**src/rtl/iob_rr_arbiter.sv**
```systemverilog
// Round-robin arbiter: rotating-priority winner selection with registered one-hot
// grants, held until the owner signals done or an optional hold limit forces release.
module iob_rr_arbiter #(
    parameter int unsigned N        = 4,
    parameter int unsigned MAX_HOLD = 0
) (
    input  logic                  clk_i,
    input  logic                  rst_i,
    input  logic [N-1:0]          req_i,
    input  logic                  done_i,
    output logic [N-1:0]          gnt_o,
    output logic                  gnt_valid_o,
    output logic [$clog2(N)-1:0]  gnt_idx_o,
    output logic                  timeout_o
);

    localparam int unsigned IW = $clog2(N);

    typedef enum logic {
        IDLE  = 1'b0,
        GRANT = 1'b1
    } state_t;

    state_t        state;
    state_t        state_d;
    logic [IW-1:0] ptr;
    logic [IW-1:0] ptr_d;
    logic [IW-1:0] arb_ptr;
    logic [IW-1:0] win;
    logic [IW-1:0] win_hi;
    logic [IW-1:0] win_lo;
    logic          found_hi;
    logic [N-1:0]  gnt_d;
    logic          valid_d;
    logic [IW-1:0] idx_d;
    logic          timeout_d;
    logic          limit_hit;
    logic          release_c;

    // On release the pointer update is not yet visible, so arbitrate from the current owner.
    assign arb_ptr   = (state == GRANT) ? gnt_idx_o : ptr;
    assign release_c = (state == GRANT) && (done_i || limit_hit);

    // Lowest requester above the pointer, else lowest requester overall.
    always_comb begin
        win_hi   = '0;
        win_lo   = '0;
        found_hi = 1'b0;
        for (int i = int'(N) - 1; i >= 0; i--) begin
            if (req_i[i]) begin
                win_lo = IW'(i);
                if (i > int'(arb_ptr)) begin
                    win_hi   = IW'(i);
                    found_hi = 1'b1;
                end
            end
        end
        win = found_hi ? win_hi : win_lo;
    end

    generate
        if (MAX_HOLD > 0) begin : g_hold
            localparam int unsigned HW = (MAX_HOLD > 1) ? $clog2(MAX_HOLD) : 1;
            logic [HW-1:0] hold_cnt;

            always_ff @(posedge clk_i) begin
                if (rst_i || state != GRANT || release_c) begin
                    hold_cnt <= '0;
                end else begin
                    hold_cnt <= hold_cnt + HW'(1);
                end
            end

            assign limit_hit = (state == GRANT) && (hold_cnt == HW'(MAX_HOLD - 1));
        end else begin : g_no_hold
            assign limit_hit = 1'b0;
        end
    endgenerate

    // Next-state and next-output logic.
    always_comb begin
        state_d   = state;
        ptr_d     = ptr;
        gnt_d     = gnt_o;
        valid_d   = gnt_valid_o;
        idx_d     = gnt_idx_o;
        timeout_d = 1'b0;
        case (state)
            IDLE: begin
                if (|req_i) begin
                    state_d = GRANT;
                    gnt_d   = N'(1) << win;
                    valid_d = 1'b1;
                    idx_d   = win;
                end
            end
            GRANT: begin
                if (release_c) begin
                    ptr_d     = gnt_idx_o;
                    timeout_d = limit_hit && !done_i;
                    if (|req_i) begin
                        gnt_d   = N'(1) << win;
                        valid_d = 1'b1;
                        idx_d   = win;
                    end else begin
                        state_d = IDLE;
                        gnt_d   = '0;
                        valid_d = 1'b0;
                        idx_d   = '0;
                    end
                end
            end
            default: begin
                state_d = IDLE;
            end
        endcase
    end

    always_ff @(posedge clk_i) begin
        if (rst_i) begin
            state       <= IDLE;
            ptr         <= IW'(N - 1);
            gnt_o       <= '0;
            gnt_valid_o <= 1'b0;
            gnt_idx_o   <= '0;
            timeout_o   <= 1'b0;
        end else begin
            state       <= state_d;
            ptr         <= ptr_d;
            gnt_o       <= gnt_d;
            gnt_valid_o <= valid_d;
            gnt_idx_o   <= idx_d;
            timeout_o   <= timeout_d;
        end
    end

endmodule

```
**config.mk**
```make
export PLATFORM = sky130hd
export DESIGN_NAME = iob_rr_arbiter
export DESIGN_NICKNAME = d
export VERILOG_FILES = /design/src/rtl/iob_rr_arbiter.sv
export SDC_FILE = /design/constraint.sdc
export NUM_CORES = 1
export LEC_CHECK = 0
export BUFFER_PORTS_ARGS = -buffer_cell sky130_fd_sc_hd__buf_2
export CAP_MARGIN = 10
export CORE_AREA = 5 5 42 44
export DETAILED_ROUTE_END_ITERATION = 10
export DIE_AREA = 0 0 47 49
export PLACE_DENSITY = 0.7
export SYNTH_ARGS = -nofsm -noshare
export SYNTH_HDL_FRONTEND = slang
export SYNTH_SLANG_ARGS = --single-unit
```
**constraint.sdc**
```tcl
create_clock -name clk_i -period 2.55 [get_ports clk_i]
set_clock_uncertainty 0.2 [all_clocks]
set_input_delay 0.3825 -clock clk_i [delete_from_list [all_inputs] [get_ports clk_i]]
set_output_delay 0.3825 -clock clk_i [all_outputs]
set_load 0.01 [all_outputs]
```
== Word-level counts from Yosys, hierarchy flattened ==
Index checks and enable logic that the tools add are counted.
W data, S select, Z words.

* Register bits after elaboration: 10
* Bits of input ports: 7
* Output and inout port bits: 8
* Logic and storage cells: 48

* Reduce and logical (&&, ||, !) cells: 4
* Bitwise operators: 1
* Mux-type cells: 32
* Equal/unequal tests: 2
* Shifts and indexed selects: 1
* $lt $le $gt $ge: 3

{| class="wikitable"
|+ Operators by type and width
! operator !! count
|-
| $mux W2 || 15
|-
| $mux W4 || 3
|-
| $mux W1 || 10
|-
| $pmux W4 S2 || 1
|-
| $gt A2 B2 Y1 const A || 2
|-
| $pmux W1 S2 || 2
|-
| $pmux W2 S2 || 1
|-
| $reduce_and A2 Y1 || 2
|-
| $reduce_or A4 Y1 || 1
|-
| $shl A1 B2 Y4 const A || 1
|-
| $gt A1 B2 Y1 const A || 1
|-
| $ne A2 B1 Y1 const B || 1
|-
| $ne A2 B2 Y1 const B || 1
|-
| $logic_and A1 B1 Y1 || 1
|-
| $not A1 Y1 || 1
|}

== Logic depth before layout (Yosys ltp) ==
* Depth in word-level cells: 13
* Mapped depth: 5

== Worst setup path after synthesis ==
OpenSTA, ideal clock, no wires.

* Path kind: reg-to-reg
* Start point: register state
* End point: register gnt_o[0]
* Data arrival time: 1.544 ns
* Buffers on the path: 1
* Library setup time: 0.060 ns
* Stages on the path, launching flop included: 6
* Clock period less this slack: 1.804 ns
* Path slack: 0.746 ns
* Cell sequence: dfxtp_1 -> buf_6 -> mux2i_2 -> mux2_4 -> a211oi_4 -> a32o_1

* Longest elaborated chain between the ends: 13

{| class="wikitable"
|+ Ends and longest elaborated chain
! what !! line !! source
|-
| start: declaration || 24 || <nowiki>state_t state;</nowiki>
|-
| start signal: assignment || 128 || <nowiki>state <= state_d;</nowiki>
|-
| $mux W2 || 41 || <nowiki>assign arb_ptr = (state == GRANT) ? gnt_idx_o : ptr;</nowiki>
|-
| $gt A2 B2 Y1 || 52 || <nowiki>if (i > int'(arb_ptr)) begin</nowiki>
|-
| $mux W2 / $mux W1 (equally long branches) || 52 ||
|-
| $mux W2 / $mux W1 (equally long branches) || 50 || <nowiki>if (req_i[i]) begin</nowiki>
|-
| $mux W2 / $mux W1 (equally long branches) || 52 ||
|-
| $mux W2 / $mux W1 (equally long branches) || 50 ||
|-
| $mux W2 / $mux W1 (equally long branches) || 52 ||
|-
| $mux W2 / $mux W1 (equally long branches) || 50 ||
|-
| $mux W2 || 58 || <nowiki>win = found_hi ? win_hi : win_lo;</nowiki>
|-
| $shl A1 B2 Y4 || 92, 102 ||
|-
| $mux W4 || 101 || <nowiki>if (|req_i) begin</nowiki>
|-
| $mux W4 || 98 || <nowiki>if (release_c) begin</nowiki>
|-
| $pmux W4 S2 || 88 || <nowiki>case (state)</nowiki>
|-
| end signal: assignment || 130 || <nowiki>gnt_o <= gnt_d;</nowiki>
|-
| end: declaration || 11 || <nowiki>output logic [N-1:0] gnt_o,</nowiki>
|}

Several ways; a longest one is shown, not always the timed one. The select of a mux whose other input is x is not followed.
A chain may end at the register's enable or synchronous reset.

== Worst setup path after layout ==
* Start point: register state
* End point: register gnt_o[1]

Same word-level chain as after synthesis.

==> impl_metrics.py <==
metrics = {
    "pwr": {
        "pwr-share-seq": 0.440,
        "leakagePower_nw": 0.280,
        "power_frac_comb": 0.215,
        "p_per_area_nw_per_um2": 636,
        "p_sw_mw": 0.116,
        "pwr-share-clk": 0.344,
        "ir_drop_mv": 0.361,
        "p_sw_frac": 0.278,
        "intPower_mw": 0.300,
    },
    "die": {
        "die_width_um": 47,
        "start_util": 0.394,
        "die_area_um2": 2300,
        "ioPinCount": 15,
        "core_um2": 1400,
        "die_y_um": 49,
        "num_rows": 14,
    },
    "yosys": {
        "ys_ff_latch": 10,
        "yosysWarningCount": 0,
        "ys_types": 30,
        "syn_nets": 64,
        "synth_area_leaders": "dfxtp_1, a211oi_4, a32o_1",
        "synth_area_um2": 552,
        "synth_top_area_cell": "dfxtp_1",
        "postSynthCellCount": 57,
        "synth-seq-area-share": 0.363,
        "avgSynthCellArea_um2": 9.68,
        "synth_top_area_frac": 0.363,
    },
    "drt": {
        "drcViolationCount": 0,
        "drtAntennaViolNets": 0,
        "wire_per_inst_um": 12.0,
        "dr.first_iter.drc_count": 5,
        "vias": 477,
        "routed_wirelength_mm": 1.06,
        "drt_pass1_iterations": 4,
        "viasPerCell": 5.42,
    },
    "global_route": {
        "grt_usage": 0.108,
        "grt-ovfl-total": 0,
        "grt_pass1_vias": 437,
        "grt_antenna_before_repair": 0,
        "grt_max_degree": 10,
        "grt_first_pass_wirelength_mm": 1.85,
    },
    "worst_setup_path": {
        "crit_type": "reg -> reg",
        "crit_family": "multiplexers",
        "endpoint_kind": "flip-flop",
        "crit_required_ns": 2.50,
        "path_buf_inv": 0,
        "r2r_cells": 4,
        "critPathLaunchType": "flip-flop",
        "path_depth": 4,
        "r2r_end": "gnt_o[1]$_SDFFE_PP0P_",
        "cpPeakStageDelay_ns": 0.51,
        "crit_arrival_ns": 1.97,
        "r2r-start": "state$_SDFF_PP0_",
        "crit_fanout": 9,
        "reg2reg_slack_ns": 0.53,
        "slowest_stage": "dfxtp_1",
        "path_cells": "mux2i_2, mux2_4, a211oi_4, o32ai_1",
    },
    "sta": {
        "setup_viol": 0,
        "hold_violations": 0,
        "period_share": 0.794,
        "fin_tns_setup_ns": 0,
        "rsz0062_at_grt": "no",
        "max_freq_mhz": 494,
        "slew_viol_final": 0,
        "finalCriticalPeriod_ns": 2.02,
        "hold_ws_ns": 0.168,
    },
    "cts": {
        "cts-root-buf": "clkbuf_4",
        "cts_buffer_depth": 2,
        "cts_tree": "yes",
        "clk_transition_reported_paths_ns": 0.07,
        "clk_latency_ns": 0.27,
        "clock-sinks": 10,
        "hold_buffers": 0,
        "cts_setup_buffers": 0,
        "cts_made_buffers": 3,
        "ctsResizeCount": 0,
        "cts_htree_levels": 1,
    },
    "run": {
        "drv_cap": 0,
    },
    "placed_design": {
        "io_buffers": 13,
        "dpl.hpwl_um": 833,
        "gp_congestion": 0.809,
    },
    "cells_and_area": {
        "syn2layout_area_growth_pct": 18.6,
        "antenna_cells": 0,
        "drive_above_1_share": 0.375,
        "final_cell_mix": "buf_2, dfxtp_1",
        "n_fill_cell": 135,
        "layout_commonest_cell": "buf_2",
        "nNetsFinal": 80,
    },
    "outcome": {
        "status": "complete, no violations",
    },
    "worst_hold_path": {
        "worst_hold_path.endpoint": "gnt_idx_o[1]$_SDFFE_PP0P_",
        "hold_path_depth": 2,
        "min_from": "rst_i",
        "hp-class": "in -> reg",
    },
}
==> metrics by stage <==
stage	instances	setup slack [ns]	util	instance area, um^2	power [mW]
5_1_grt	88	0.411	0.467	654	0.438
4_1_cts	88	0.542	0.467	654	0.419
3_3_place_gp	84	0.581	0.441	618	0.276
3_5_place_dp	84	0.539	0.441	618	0.276
6_report	88	0.526	0.467	654	0.416
2_1_floorplan	57	0.746	-	552	0.250
==> flip-flops by register name, indices dropped and copies added, names as in the netlist <==
register,flops
state,1
gnt_valid_o,1
ptr,2
gnt_o,4
gnt_idx_o,2
==> cells in the mapped netlist (all sizes together) <==
cell type	count
o21a	2
a211oi	1
o2bb2ai	2
or2b	2
buf	2
nor3	2
a211o	2
or4	1
o31a	1
nor3b	2
inv	3
o211ai	1
and2b	2
mux2	1
dfxtp	10
nor4	1
o21ai	3
o32ai	2
nand2b	1
and3	2
o21bai	1
conb	1
mux2i	2
a32o	2
nand2	2
nor2	3
a21oi	3
==> power by group through the flow <==
| stage | clock [mW] | sequential, mW | combinational (mW) |
|---|---|---|---|
| after floorplan | 0 | 0.188 | 0.0616 |
| after global placement | 0 | 0.186 | 0.0901 |
| after detailed placement | 0 | 0.187 | 0.0896 |
| after CTS | 0.146 | 0.183 | 0.0902 |
| after global routing | 0.152 | 0.186 | 0.0999 |
| final | 0.143 | 0.183 | 0.0896 |
==> logic make-up after synthesis <==
group | after synthesis | synth area share
AND/OR/NAND/NOR | 18 | 0.206
other | 1 | 0.00680
buffers and inverters | 5 | 0.0544
multiplexers | 3 | 0.0703
AO/OA/AOI/OAI | 20 | 0.299
flip-flops | 10 | 0.363
==> how the worst max path moves through the flow <==
stage | start | to | slack, ns
3_3_place_gp | state$_SDFF_PP0_ | gnt_o[2]$_SDFFE_PP0P_ | 0.58
2_1_floorplan | state$_SDFF_PP0_ | gnt_o[0]$_SDFFE_PP0P_ | 0.75
4_1_cts | state$_SDFF_PP0_ | gnt_o[2]$_SDFFE_PP0P_ | 0.54
6_report | state$_SDFF_PP0_ | gnt_o[1]$_SDFFE_PP0P_ | 0.53
5_1_grt | state$_SDFF_PP0_ | gnt_o[2]$_SDFFE_PP0P_ | 0.41
3_5_place_dp | state$_SDFF_PP0_ | gnt_o[1]$_SDFFE_PP0P_ | 0.54
==> routing by layer <==
layer	track usage	routed length, um	vias up
met4	0.0553	24	0
met3	0.0221	69	2
met2	0.156	443	15
met5	0	0	-
li1	-	-	245
met1	0.147	519	215
==> area by class of cell <==
cell class,count,area [um^2],area share
tap,16,20.0,0.0306
multi-input combinational,42,322,0.491
sequential,10,200,0.306
clock buffer,4,36.3,0.0554
timing repair buffer,13,65.1,0.0994
inverter,3,11.3,0.0172
No activity file was read; power rests on OpenSTA's default activity.
